$ cat src/rtl/ps2_pkg.sv
// Shared constants and types for the PS/2 key decoder: prefix bytes,
// default game key map and the prefix-state encoding.
package ps2_pkg;

    localparam logic [7:0] PS2_EXT   = 8'hE0;
    localparam logic [7:0] PS2_BRK   = 8'hF0;
    localparam logic [7:0] PS2_PAUSE = 8'hE1;

    localparam logic [7:0] CODE_UP    = 8'h75;
    localparam logic [7:0] CODE_DOWN  = 8'h72;
    localparam logic [7:0] CODE_LEFT  = 8'h6B;
    localparam logic [7:0] CODE_RIGHT = 8'h74;
    localparam logic [7:0] CODE_SPACE = 8'h29;

    // Channel 0 sits in the least significant byte.
    localparam logic [39:0] DEFAULT_KEY_CODES =
        {CODE_SPACE, CODE_RIGHT, CODE_LEFT, CODE_DOWN, CODE_UP};
    localparam logic [4:0]  DEFAULT_KEY_EXT = 5'b01111;

    typedef enum logic [1:0] {
        ST_IDLE,
        ST_EXT,
        ST_BRK,
        ST_EXT_BRK
    } ps2_state_e;

endpackage

$ cat src/rtl/ps2_key_decoder_if.sv
// Byte-stream input and decoded key outputs of ps2_key_decoder.
// master = PS2 controller / consumer side, slave = the decoder.
interface ps2_key_decoder_if #(
    parameter int NUM_KEYS = 5
);
    logic [7:0]          received_data;
    logic                received_data_en;
    logic [NUM_KEYS-1:0] key_held;
    logic [NUM_KEYS-1:0] key_press;
    logic [NUM_KEYS-1:0] key_release;
    logic [NUM_KEYS-1:0] key_repeat;
    logic                any_held;
    logic [8:0]          last_code;

    modport master (
        output received_data, received_data_en,
        input  key_held, key_press, key_release, key_repeat, any_held, last_code
    );

    modport slave (
        input  received_data, received_data_en,
        output key_held, key_press, key_release, key_repeat, any_held, last_code
    );
endinterface

$ cat src/rtl/ps2_repeat_timer.sv
// Shared auto-repeat down-counter: DELAY cycles to the first fire, then
// every PERIOD cycles until stopped. Load has priority over stop.
module ps2_repeat_timer #(
    parameter int DELAY  = 25_000_000,
    parameter int PERIOD = 5_000_000
) (
    input  logic clk,
    input  logic resetn,
    input  logic load,
    input  logic stop,
    output logic fire
);

    localparam int MAX_CNT = (DELAY > PERIOD) ? DELAY : PERIOD;
    localparam int CNT_W   = $clog2(MAX_CNT + 1);

    logic [CNT_W-1:0] cnt_q, cnt_d;
    logic             run_q, run_d;

    assign fire = run_q && (cnt_q == CNT_W'(1));

    // NOTE: every always_comb output gets a default first so no path leaves it unassigned (no latch).
    always_comb begin
        cnt_d = cnt_q;
        run_d = run_q;
        if (load) begin
            run_d = 1'b1;
            cnt_d = CNT_W'(DELAY);
        end else if (stop) begin
            run_d = 1'b0;
            cnt_d = '0;
        end else if (run_q) begin
            // Reload at 1 so the counter never reaches 0 while running.
            cnt_d = fire ? CNT_W'(PERIOD) : cnt_q - CNT_W'(1);
        end
    end

    // NOTE: state registers use non-blocking assignments so all flops update together at the edge.
    always_ff @(posedge clk) begin
        if (!resetn) begin
            cnt_q <= '0;
            run_q <= 1'b0;
        end else begin
            cnt_q <= cnt_d;
            run_q <= run_d;
        end
    end

endmodule

$ cat src/rtl/ps2_key_decoder.sv
// Decodes the PS/2 byte stream (E0/F0 prefixes) into per-key held levels
// and registered press/release/auto-repeat pulses.
module ps2_key_decoder
    import ps2_pkg::*;
#(
    parameter int                    NUM_KEYS      = 5,
    parameter logic [NUM_KEYS*8-1:0] KEY_CODES     = DEFAULT_KEY_CODES,
    parameter logic [NUM_KEYS-1:0]   KEY_EXT       = DEFAULT_KEY_EXT,
    parameter bit                    REPEAT_EN     = 1'b1,
    parameter int                    REPEAT_DELAY  = 25_000_000,
    parameter int                    REPEAT_PERIOD = 5_000_000
) (
    input  logic                CLOCK_50,
    input  logic                resetn,
    ps2_key_decoder_if.slave    bus
);

    localparam int IDX_W = (NUM_KEYS > 1) ? $clog2(NUM_KEYS) : 1;

    ps2_state_e          state_q, state_d;
    logic                is_make, is_break, ext;
    logic [7:0]          code;
    logic [NUM_KEYS-1:0] match;
    logic [NUM_KEYS-1:0] held_q, held_d;
    logic [NUM_KEYS-1:0] press_q, press_d;
    logic [NUM_KEYS-1:0] release_q, release_d;
    logic [8:0]          last_code_q, last_code_d;

    assign code = bus.received_data;

    always_comb begin
        state_d  = state_q;
        is_make  = 1'b0;
        is_break = 1'b0;
        ext      = 1'b0;
        if (bus.received_data_en) begin
            case (state_q)
                ST_IDLE: begin
                    if (code == PS2_EXT)        state_d = ST_EXT;
                    else if (code == PS2_BRK)   state_d = ST_BRK;
                    else if (code != PS2_PAUSE) is_make = 1'b1;
                end
                ST_EXT: begin
                    if (code == PS2_BRK)        state_d = ST_EXT_BRK;
                    else if (code != PS2_EXT) begin
                        is_make = 1'b1;
                        ext     = 1'b1;
                        state_d = ST_IDLE;
                    end
                end
                ST_BRK: begin
                    state_d  = ST_IDLE;
                    is_break = (code != PS2_EXT) && (code != PS2_BRK);
                end
                ST_EXT_BRK: begin
                    state_d  = ST_IDLE;
                    ext      = 1'b1;
                    is_break = (code != PS2_EXT) && (code != PS2_BRK);
                end
                default: state_d = ST_IDLE;
            endcase
        end
    end

    always_comb begin
        for (int i = 0; i < NUM_KEYS; i++) begin
            match[i] = (code == KEY_CODES[8*i +: 8]) && (ext == KEY_EXT[i]);
        end
    end

    // Typematic re-makes of a held key and breaks of idle keys fall out as no-ops.
    always_comb begin
        press_d     = is_make  ? (match & ~held_q) : '0;
        release_d   = is_break ? (match &  held_q) : '0;
        held_d      = (held_q | press_d) & ~release_d;
        last_code_d = (is_make || is_break) ? {ext, code} : last_code_q;
    end

    always_ff @(posedge CLOCK_50) begin
        if (!resetn) begin
            state_q     <= ST_IDLE;
            held_q      <= '0;
            press_q     <= '0;
            release_q   <= '0;
            last_code_q <= '0;
        end else begin
            state_q     <= state_d;
            held_q      <= held_d;
            press_q     <= press_d;
            release_q   <= release_d;
            last_code_q <= last_code_d;
        end
    end

    assign bus.key_held    = held_q;
    assign bus.key_press   = press_q;
    assign bus.key_release = release_q;
    assign bus.any_held    = |held_q;
    assign bus.last_code   = last_code_q;

    if (REPEAT_EN) begin : g_repeat
        logic [IDX_W-1:0]    active_q, active_d;
        logic [NUM_KEYS-1:0] rpt_q, rpt_d;
        logic                load, stop, fire;

        // Lowest channel wins when duplicate codes press together; a press or
        // a release of the active channel suppresses a coinciding fire.
        always_comb begin
            active_d = active_q;
            load     = |press_d;
            for (int i = NUM_KEYS - 1; i >= 0; i--) begin
                if (press_d[i]) active_d = IDX_W'(i);
            end
            stop  = release_d[active_q];
            rpt_d = '0;
            if (fire && !load && !stop) rpt_d[active_q] = 1'b1;
        end

        always_ff @(posedge CLOCK_50) begin
            if (!resetn) begin
                active_q <= '0;
                rpt_q    <= '0;
            end else begin
                active_q <= active_d;
                rpt_q    <= rpt_d;
            end
        end

        ps2_repeat_timer #(
            .DELAY  (REPEAT_DELAY),
            .PERIOD (REPEAT_PERIOD)
        ) u_timer (
            .clk    (CLOCK_50),
            .resetn (resetn),
            .load   (load),
            .stop   (stop),
            .fire   (fire)
        );

        assign bus.key_repeat = rpt_q;
    end else begin : g_no_repeat
        assign bus.key_repeat = '0;
    end

endmodule

$ cat src/flat_wrapper.sv
// flat-port wrapper written by rule: the top's interface ports become plain ports
module ps2_key_decoder_flat import ps2_pkg::*;
#(
    parameter int                    NUM_KEYS      = 5,
    parameter logic [NUM_KEYS*8-1:0] KEY_CODES     = DEFAULT_KEY_CODES,
    parameter logic [NUM_KEYS-1:0]   KEY_EXT       = DEFAULT_KEY_EXT,
    parameter bit                    REPEAT_EN     = 1'b1,
    parameter int                    REPEAT_DELAY  = 25_000_000,
    parameter int                    REPEAT_PERIOD = 5_000_000
)
  (CLOCK_50, resetn, bus_received_data, bus_received_data_en, bus_key_held, bus_key_press, bus_key_release, bus_key_repeat, bus_any_held, bus_last_code);
  ps2_key_decoder_if #(.NUM_KEYS(NUM_KEYS)) bus_i ();
  input  logic CLOCK_50;
  input  logic resetn;
  input wire logic [$bits(bus_i.received_data)-1:0] bus_received_data;
  input wire logic [$bits(bus_i.received_data_en)-1:0] bus_received_data_en;
  output wire logic [$bits(bus_i.key_held)-1:0] bus_key_held;
  output wire logic [$bits(bus_i.key_press)-1:0] bus_key_press;
  output wire logic [$bits(bus_i.key_release)-1:0] bus_key_release;
  output wire logic [$bits(bus_i.key_repeat)-1:0] bus_key_repeat;
  output wire logic [$bits(bus_i.any_held)-1:0] bus_any_held;
  output wire logic [$bits(bus_i.last_code)-1:0] bus_last_code;
  assign bus_i.received_data = bus_received_data;
  assign bus_i.received_data_en = bus_received_data_en;
  assign bus_key_held = bus_i.key_held;
  assign bus_key_press = bus_i.key_press;
  assign bus_key_release = bus_i.key_release;
  assign bus_key_repeat = bus_i.key_repeat;
  assign bus_any_held = bus_i.any_held;
  assign bus_last_code = bus_i.last_code;
  ps2_key_decoder #(.NUM_KEYS(NUM_KEYS), .KEY_CODES(KEY_CODES), .KEY_EXT(KEY_EXT), .REPEAT_EN(REPEAT_EN), .REPEAT_DELAY(REPEAT_DELAY), .REPEAT_PERIOD(REPEAT_PERIOD)) u_core (.CLOCK_50(CLOCK_50), .resetn(resetn), .bus(bus_i));
endmodule
$ cat config.mk
export PLATFORM = sky130hd
export DESIGN_NAME = ps2_key_decoder_flat
export DESIGN_NICKNAME = d
export VERILOG_FILES = /design/src/rtl/ps2_pkg.sv /design/src/rtl/ps2_key_decoder_if.sv /design/src/rtl/ps2_repeat_timer.sv /design/src/rtl/ps2_key_decoder.sv /design/src/flat_wrapper.sv
export SDC_FILE = /design/constraint.sdc
export NUM_CORES = 1
export LEC_CHECK = 0
export CAP_MARGIN = 20
export CORE_AREA = 2 2 85 87
export CTS_BUF_LIST = sky130_fd_sc_hd__clkbuf_8 sky130_fd_sc_hd__clkbuf_16
export DETAILED_ROUTE_END_ITERATION = 10
export DIE_AREA = 0 0 87 89
export PLACE_DENSITY_LB_ADDON = 0.15
export RECOVER_POWER = 50
export SETUP_SLACK_MARGIN = 0.5
export SLEW_MARGIN = 20
export SYNTH_ARGS = -nofsm -noshare
export SYNTH_HDL_FRONTEND = slang
export SYNTH_SLANG_ARGS = --single-unit
$ cat constraint.sdc
create_clock -name CLOCK_50 -period 2.3 [get_ports CLOCK_50]
set_input_delay 0.23 -clock CLOCK_50 [delete_from_list [all_inputs] [get_ports CLOCK_50]]
set_output_delay 0.23 -clock CLOCK_50 [all_outputs]
set_load 0.03 [all_outputs]
==> run summary, run 1 <==
- cell count of the worst hold path: 3
- number of search-and-repair iterations in the first detailed-routing pass: 5
- Gate Count Post-Synth: 350
- Core Rows: 30
- RR Endpoint: u_core.bus.last_code[6]
- Vias/cell: 5.82
- total wire length: 9.19 mm
- capturing element type of the critical path: flop
- stage delay of the slowest cell on the critical path: 0.49 ns
- run status: finished, final reports clean
- type of the worst min-delay path: input port to flop
- clock slew at the register clock pins of the worst setup and hold paths: 0.07 ns
- leading post-synthesis cells by cell area: sky130_fd_sc_hd__dfxtp_1, sky130_fd_sc_hd__o21ai_0, sky130_fd_sc_hd__a21oi_1, sky130_fd_sc_hd__nand2_1, sky130_fd_sc_hd__nor3_1
- first-pass GRT wire length: 13.8 mm
- Synth Flop Type: sky130_fd_sc_hd__dfxtp_1
- root buffer cell: sky130_fd_sc_hd__clkbuf_8
- kind of cell adding the most delay to the critical path: buffers and inverters
- GP Congestion: 0.884
- Worst path slowest cell: sky130_fd_sc_hd__clkbuf_1
- unrepaired setup endpoints after global routing: yes
- clock tree from TritonCTS: built
- final setup fails: 0
- largest net degree at the start of global routing: 21
- critical path, cell by cell: and2_0 -> o31a_1 -> clkbuf_1 -> nor2_1 -> clkbuf_1 -> nand2_1 -> a21oi_1
- startpoint kind of the worst setup timing path: flop
- overall fraction of global-route tracks in use: 22.9%
- Worst Path Max Fanout: 16
- Worst Hold Launch: bus_received_data[2]
- Die Footprint: 7740 µm²
- Crit path arrival time: 2.10 ns
- initial cell density of the core: 44.6%
- number of maximum-capacitance violations: 0
- pre-CTS setup slack: -0.118 ns
- number of global-route vias before repair: 2831
- worst path buffer plus inverter count: 2
- post-route core utilization: 66.5%
- setup slack of the critical path after layout: 0.390 ns
- final clock period utilization by the worst path: 83.0%
- Max Root-Sink Buffers: 2
- total via count after detailed routing: 3116
- most common library cell in the layout ignoring fill and taps: sky130_fd_sc_hd__buf_4
- total nets after synthesis: 363
- Tot Pwr: 0.00218 W
- worst hold slack: 0.221 ns
- dominant cell type by count on the critical path: sky130_fd_sc_hd__clkbuf_1
- fraction of final layout cells with drive strength greater than 1: 32.7%
- Final min period: 1.91 ns
- hold violation total from the final report: 0
- TritonCTS sink count: 60
- number of cells on the worst reg-to-reg path: 7
- Port-buffer cells: 40
- VDD IR-drop max: 394 µV
- share of the synthesized area in the top cell type: 40.1%
- top library cells by usage in the layout, fill and taps aside: sky130_fd_sc_hd__buf_4, sky130_fd_sc_hd__dfxtp_1, sky130_fd_sc_hd__nand2_1
- Net count, final: 463
- antenna violations before repair: 0
- Seq cells post-synth: 60
- Residual DRC: 0
- post-synthesis cell area: 3000 µm²
- Worst Path Class, Setup: flop to flop
- leftover overflow at the end of global routing: 0
- worst-case headroom to the max-slew limit: 46.4%
- post-synthesis cell type count: 59
- Post-synth ARST share: 0%
- share of the yosys chip area belonging to registers: 40.1%
- P per Cell Area: 487 nW/µm²
- library cell with the largest summed area after synthesis: sky130_fd_sc_hd__dfxtp_1
- clock latency at the later pin of the worst-skew pair: 0.34 ns
- r2r startpoint: u_core.state_q[1]
- number of slew-limit violations in the final report: 0
- area overhead of the layout relative to synthesis: 49.1%
- Routed Antenna Nets: 0
- hold-fix buffers at CTS: 0
- Die H: 89 µm
- clk_skew: 0.00889 ns
- die width: 87 µm
- core area: 6720 µm²
- Synth Warn #: 0
- critical path data required time: 2.49 ns
- transition time of the tightest slew-check pin: 0.804 ns
- terminating pin of the worst hold path: u_core.bus.last_code[2]
- routed length per instance: 17.2 µm
- peak clock frequency supported by timing: 524 MHz
- initial drt markers: 204
- DP Wirelength: 5.59 mm
- Top-Level Pins: 41
- leakage component of the power: 1.76 nW
- number of clock buffers inserted by TritonCTS: 9
- H-tree depth: 3
- reg-to-reg slack, setup: 0.39 ns
- Antenna diodes: 0
- Crit. Startpoint: u_core.state_q[1]
- Post-synth EDFFs: 0
- synthesized area per cell: 8.56 µm²
-- through the flow --
| stage | setup TNS, ns | std cells | instance area [µm²] |
|---|---|---|---|
| floorplan | 0 | 350 | 3070 |
| global placement | -2.43 | 493 | 3770 |
| detailed placement | -2.53 | 493 | 3770 |
| CTS | 0 | 520 | 4140 |
| global route | 0 | 535 | 4470 |
| finish | 0 | 535 | 4470 |
-- area by class of cell --
cell class                      instances  area, µm²
Sequential cell                        60       1220
Clock inverter                          7       60.1
Tap cell                               80        100
Clock buffer                            9        124
Fill cell                             546       2250
Inverter                                8       33.8
Timing Repair Buffer                  106        891
Multi-Input combinational cell        265       2040
-- Yosys cell counts, types with 6 or more instances --
cell / count
sky130_fd_sc_hd__inv_1: 6
sky130_fd_sc_hd__nor2_1: 24
sky130_fd_sc_hd__dfxtp_1: 60
sky130_fd_sc_hd__nand4_1: 7
sky130_fd_sc_hd__xor2_1: 6
sky130_fd_sc_hd__buf_2: 9
sky130_fd_sc_hd__nand2_1: 27
sky130_fd_sc_hd__nor3_1: 18
sky130_fd_sc_hd__nor2b_1: 6
sky130_fd_sc_hd__and3_1: 10
sky130_fd_sc_hd__o31ai_1: 6
sky130_fd_sc_hd__a21oi_1: 21
sky130_fd_sc_hd__nor4_1: 11
sky130_fd_sc_hd__nand3_1: 13
sky130_fd_sc_hd__clkbuf_1: 10
sky130_fd_sc_hd__a31oi_1: 6
sky130_fd_sc_hd__o21ai_0: 27
-- flip-flops by register name, summed over array words and instances (netlist names) --
signal                         count
u_core.g_repeat.u_timer.cnt_q     25
u_core.bus.last_code               9
u_core.bus.key_held                5
u_core.bus.key_press               5
u_core.bus.key_release             5
u_core.bus.key_repeat              5
u_core.g_repeat.active_q           3
u_core.state_q                     2
u_core.g_repeat.u_timer.run_q      1
-- power breakdown --
| group | total, W | switching [W] | internal (W) |
|---|---|---|---|
| clock network | 0.000915 | 0.000429 | 0.000486 |
| registers | 0.00106 | 0.00000824 | 0.00105 |
| logic | 0.000206 | 0.000115 | 0.0000909 |
| total | 0.00218 | 0.000552 | 0.00162 |
-- kinds of logic (layout without fill, tap and decap cells) --
logic type | after synthesis | after routing | synth area share, %
flip-flops | 60 | 60 | 40.1
AND/OR/NAND/NOR | 163 | 165 | 33.4
adder cells (fa/ha/maj) | 2 | 2 | 0.835
AO/OA/AOI/OAI | 85 | 86 | 18.0
buffers and inverters | 28 | 130 | 4.13
multiplexers | 1 | 1 | 0.334
XOR/XNOR | 11 | 11 | 3.21
-- worst register-to-register path, delay by kind of cell (launching register included) --
kind	cells	cell delay, ns
buf+inv	2	0.71
flops	1	0.37
simple gates	3	0.40
compound gates	2	0.27
-- metal layers --
metal	up-vias	track usage (%)	routed length [µm]
li1	1520	-	-
met1	1511	32.3	4330
met2	78	34.8	4370
met3	7	5.45	406
met4	0	6.53	93
met5	-	0	0
-- worst max-delay path by stage --
stage	slack, ns	cells past startpoint	endpoint
global placement	-0.11	6	u_core.g_repeat.u_timer.cnt_q[19]
global route	0.23	7	u_core.bus.last_code[3]
CTS	0.45	5	u_core.bus.key_repeat[1]
detailed placement	-0.12	6	u_core.g_repeat.u_timer.cnt_q[15]
finish	0.39	7	u_core.bus.last_code[6]
floorplan	0.32	6	u_core.bus.key_repeat[1]
-- repair_timing --
action / CTS / global route
pin swaps: 11 / 18
buffers inserted: 9 / 11
cloned: 2 / 4
setup endpoints to repair: 39 / 35
gates resized for setup: 35 / 66
(Power assumes the default switching activity.)
==> inputs of run 2 (changes only) <==
==> constraint.sdc (replaced) <==
create_clock -name CLOCK_50 -period 1.85 [get_ports CLOCK_50]
set_input_delay 0.185 -clock CLOCK_50 [delete_from_list [all_inputs] [get_ports CLOCK_50]]
set_output_delay 0.185 -clock CLOCK_50 [all_outputs]
set_load 0.03 [all_outputs]
==> run 2 against run 1 <==
  * The flow now finishes with violations (negative setup slack)
  * Die area unchanged
  * Non-clock buffer count is 43 higher
  * Cell area is 14% higher
==> run summary, run 2 (synthesis gave the netlist of run 1 again) <==
- initial drt markers: 270
- startpoint kind of the worst setup timing path: flop
- number of gates on the worst path with buffers counted: 5
- number of cells on the worst reg-to-reg path: 5
- GP Congestion: 0.941
- P per Cell Area: 552 nW/µm²
- cell count of the worst hold path: 4
- switching share of power: 26.4%
- Net count, final: 508
- DP Wirelength: 6.31 mm
- first-pass GRT wire length: 16.8 mm
- hold violation total from the final report: 0
- setup slack of the critical path after layout: -0.117 ns
- stage delay of the slowest cell on the critical path: 0.44 ns
- peak clock frequency supported by timing: 508 MHz
- die width: 87 µm
- final clock period utilization by the worst path: 106%
- type of the worst min-delay path: input port to flop
- total via count after detailed routing: 3471
- number of search-and-repair iterations in the first detailed-routing pass: 6
- kind of cell adding the most delay to the critical path: simple AND/OR/NAND/NOR gates
- most common library cell in the layout ignoring fill and taps: sky130_fd_sc_hd__buf_4
- clock slew at the register clock pins of the worst setup and hold paths: 0.07 ns
- leftover overflow at the end of global routing: 0
- routed length per instance: 19.4 µm
- Die Footprint: 7740 µm²
- H-tree depth: 3
- Worst Path Max Fanout: 3
- clock latency at the later pin of the worst-skew pair: 0.34 ns
- placed insts: 523
- P_sw: 0.000741 W
- clk_skew: 0.0105 ns
- Vias/cell: 5.98
- Largest register FFs: 25
- fraction of final layout cells with drive strength greater than 1: 47.2%
- root buffer cell: sky130_fd_sc_hd__clkbuf_8
- largest net degree at the start of global routing: 21
- Core Rows: 30
- clock tree from TritonCTS: built
- top library cells by usage in the layout, fill and taps aside: sky130_fd_sc_hd__buf_4, sky130_fd_sc_hd__dfxtp_1, sky130_fd_sc_hd__dlygate4sd2_1
- area overhead of the layout relative to synthesis: 69.5%
- Crit path arrival time: 2.23 ns
- critical path data required time: 2.12 ns
- number of cells in the finished layout apart from fillers: 580
- overall fraction of global-route tracks in use: 28.4%
- worst-case headroom to the max-slew limit: 63.4%
- register with the most flip-flops: u_core.g_repeat.u_timer.cnt_q
- capturing element type of the critical path: flop
- transition time of the tightest slew-check pin: 0.547 ns
- critical path, cell by cell: nor4_4 -> nand4_2 -> or3_4 -> or4_4 -> nor3_2
- failing checks: negative setup slack
- number of slew-limit violations in the final report: 0
- number of maximum-capacitance violations: 0
- TritonCTS sink count: 60
- Die H: 89 µm
- Final min period: 1.97 ns
- number of clock buffers inserted by TritonCTS: 9
- pre-CTS setup slack: -0.475 ns
- initial cell density of the core: 44.6%
- Residual DRC: 0
- proportion of power drawn by combinational gates: 11.4%
- antenna violations before repair: 0
- Antenna diodes: 0
- final setup fails: 22
- total wire length: 11.3 mm
- unrepaired setup endpoints after global routing: yes
- run status: finished, violations left
- aggregate negative setup slack: -1.27 ns
- Worst path slowest cell: sky130_fd_sc_hd__or4_4
- power share of the sequential group: 46.6%
- worst path buffer plus inverter count: 0
- VDD IR-drop max: 349 µV
- core area: 6720 µm²
- Port-buffer cells: 40
- leakage component of the power: 2.09 nW
- Routed Antenna Nets: 0
- Top-Level Pins: 41
- number of global-route vias before repair: 3417
- Worst Path Class, Setup: flop to flop
- Max Root-Sink Buffers: 2
- cell-internal power: 0.00206 W
- clock group share of total power: 42.0%
==> run 2: cell count changes in the layout (fill, tap and decap cells not counted), sizes merged, moves of 2 or more <==
cell | previous run | this run
buf | 61 | 110
bufbuf | 0 | 2
clkbuf | 17 | 14
clkdlybuf4s15 | 0 | 4
clkdlybuf4s50 | 4 | 1
clkinv | 4 | 2
clkinvlp | 2 | 5
dlygate4sd2 | 7 | 27
dlygate4sd3 | 25 | 0
==> run 2: worst paths after layout <==
path | slack [ns] | startpoint | end
worst max register to register | -0.12 | u_core.g_repeat.u_timer.cnt_q[11] | u_core.bus.key_repeat[1]
worst min register to register | 0.46 | u_core.bus.last_code[6] | u_core.bus.last_code[6]
worst min-delay path | 0.26 | bus_received_data[2] | u_core.bus.last_code[2]
worst max-delay path | -0.12 | u_core.g_repeat.u_timer.cnt_q[11] | u_core.bus.key_repeat[1]
==> run 2: what timing repair did <==
item                                    CTS  global route
endpoints found under the setup margin   88            60
hold buffers                              0             0
resized for setup                       148            39
gates cloned                             11             0
buffers inserted                         20            10
pin swaps                                21            25
==> run 2: cell type report <==
class / count / area, µm²
Fill cell: 473 / 1640
Sequential cell: 60 / 1230
Clock buffer: 9 / 124
Clock inverter: 7 / 68.8
Timing Repair Buffer: 149 / 1370
Inverter: 8 / 31.3
Multi-Input combinational cell: 267 / 2160
Tap cell: 80 / 100
==> run 2: power by group through the flow <==
stage / logic (W) / registers, W / clock network, W
floorplan: 0.000120 / 0.00136 / 0
detailed placement: 0.000250 / 0.00134 / 0
global route: 0.000338 / 0.00131 / 0.00125
finish: 0.000320 / 0.00131 / 0.00118
CTS: 0.000296 / 0.00131 / 0.00117
global placement: 0.000247 / 0.00134 / 0
==> run 2: worst reg2reg max path, stage by stage, from the launching register on <==
cell,delay (ns)
sky130_fd_sc_hd__dfxtp_4,0.36
sky130_fd_sc_hd__nor4_4,0.40
sky130_fd_sc_hd__nand4_2,0.18
sky130_fd_sc_hd__or3_4,0.39
sky130_fd_sc_hd__or4_4,0.44
sky130_fd_sc_hd__nor3_2,0.13
==> run 2: stage by stage <==
step | instance area [µm²] | hold slack [ns] | power [W] | utilization, %
after floorplan | 3220 | 0.274 | 0.00148 | -
after global placement | 4070 | 0.443 | 0.00159 | 60.6
after detailed placement | 4070 | 0.452 | 0.00159 | 60.6
after CTS | 4900 | 0.257 | 0.00278 | 72.9
after global routing | 5080 | 0.262 | 0.00290 | 75.6
final | 5080 | 0.262 | 0.00281 | 75.6
==> run 2: metal layers <==
| layer | global-route usage, % | vias to the layer above | wire [µm] |
|---|---|---|---|
| met1 | 32.0 | 1690 | 4530 |
| met2 | 51.1 | 134 | 5770 |
| li1 | - | 1612 | - |
| met3 | 6.83 | 35 | 608 |
| met5 | 0 | - | 0 |
| met4 | 12.6 | 0 | 354 |
==> inputs of run 3 (changes only) <==
--- a/config.mk
+++ b/config.mk
@@ -5,7 +5,7 @@
 export SDC_FILE = /design/constraint.sdc
 export NUM_CORES = 1
 export LEC_CHECK = 0
-export CAP_MARGIN = 20
+export CAP_MARGIN = 15
 export CORE_AREA = 2 2 85 87
 export CTS_BUF_LIST = sky130_fd_sc_hd__clkbuf_8 sky130_fd_sc_hd__clkbuf_16
 export DETAILED_ROUTE_END_ITERATION = 10
==> results of run 3 <==
Final layout, timing and power as in run 2 (identical DEF).
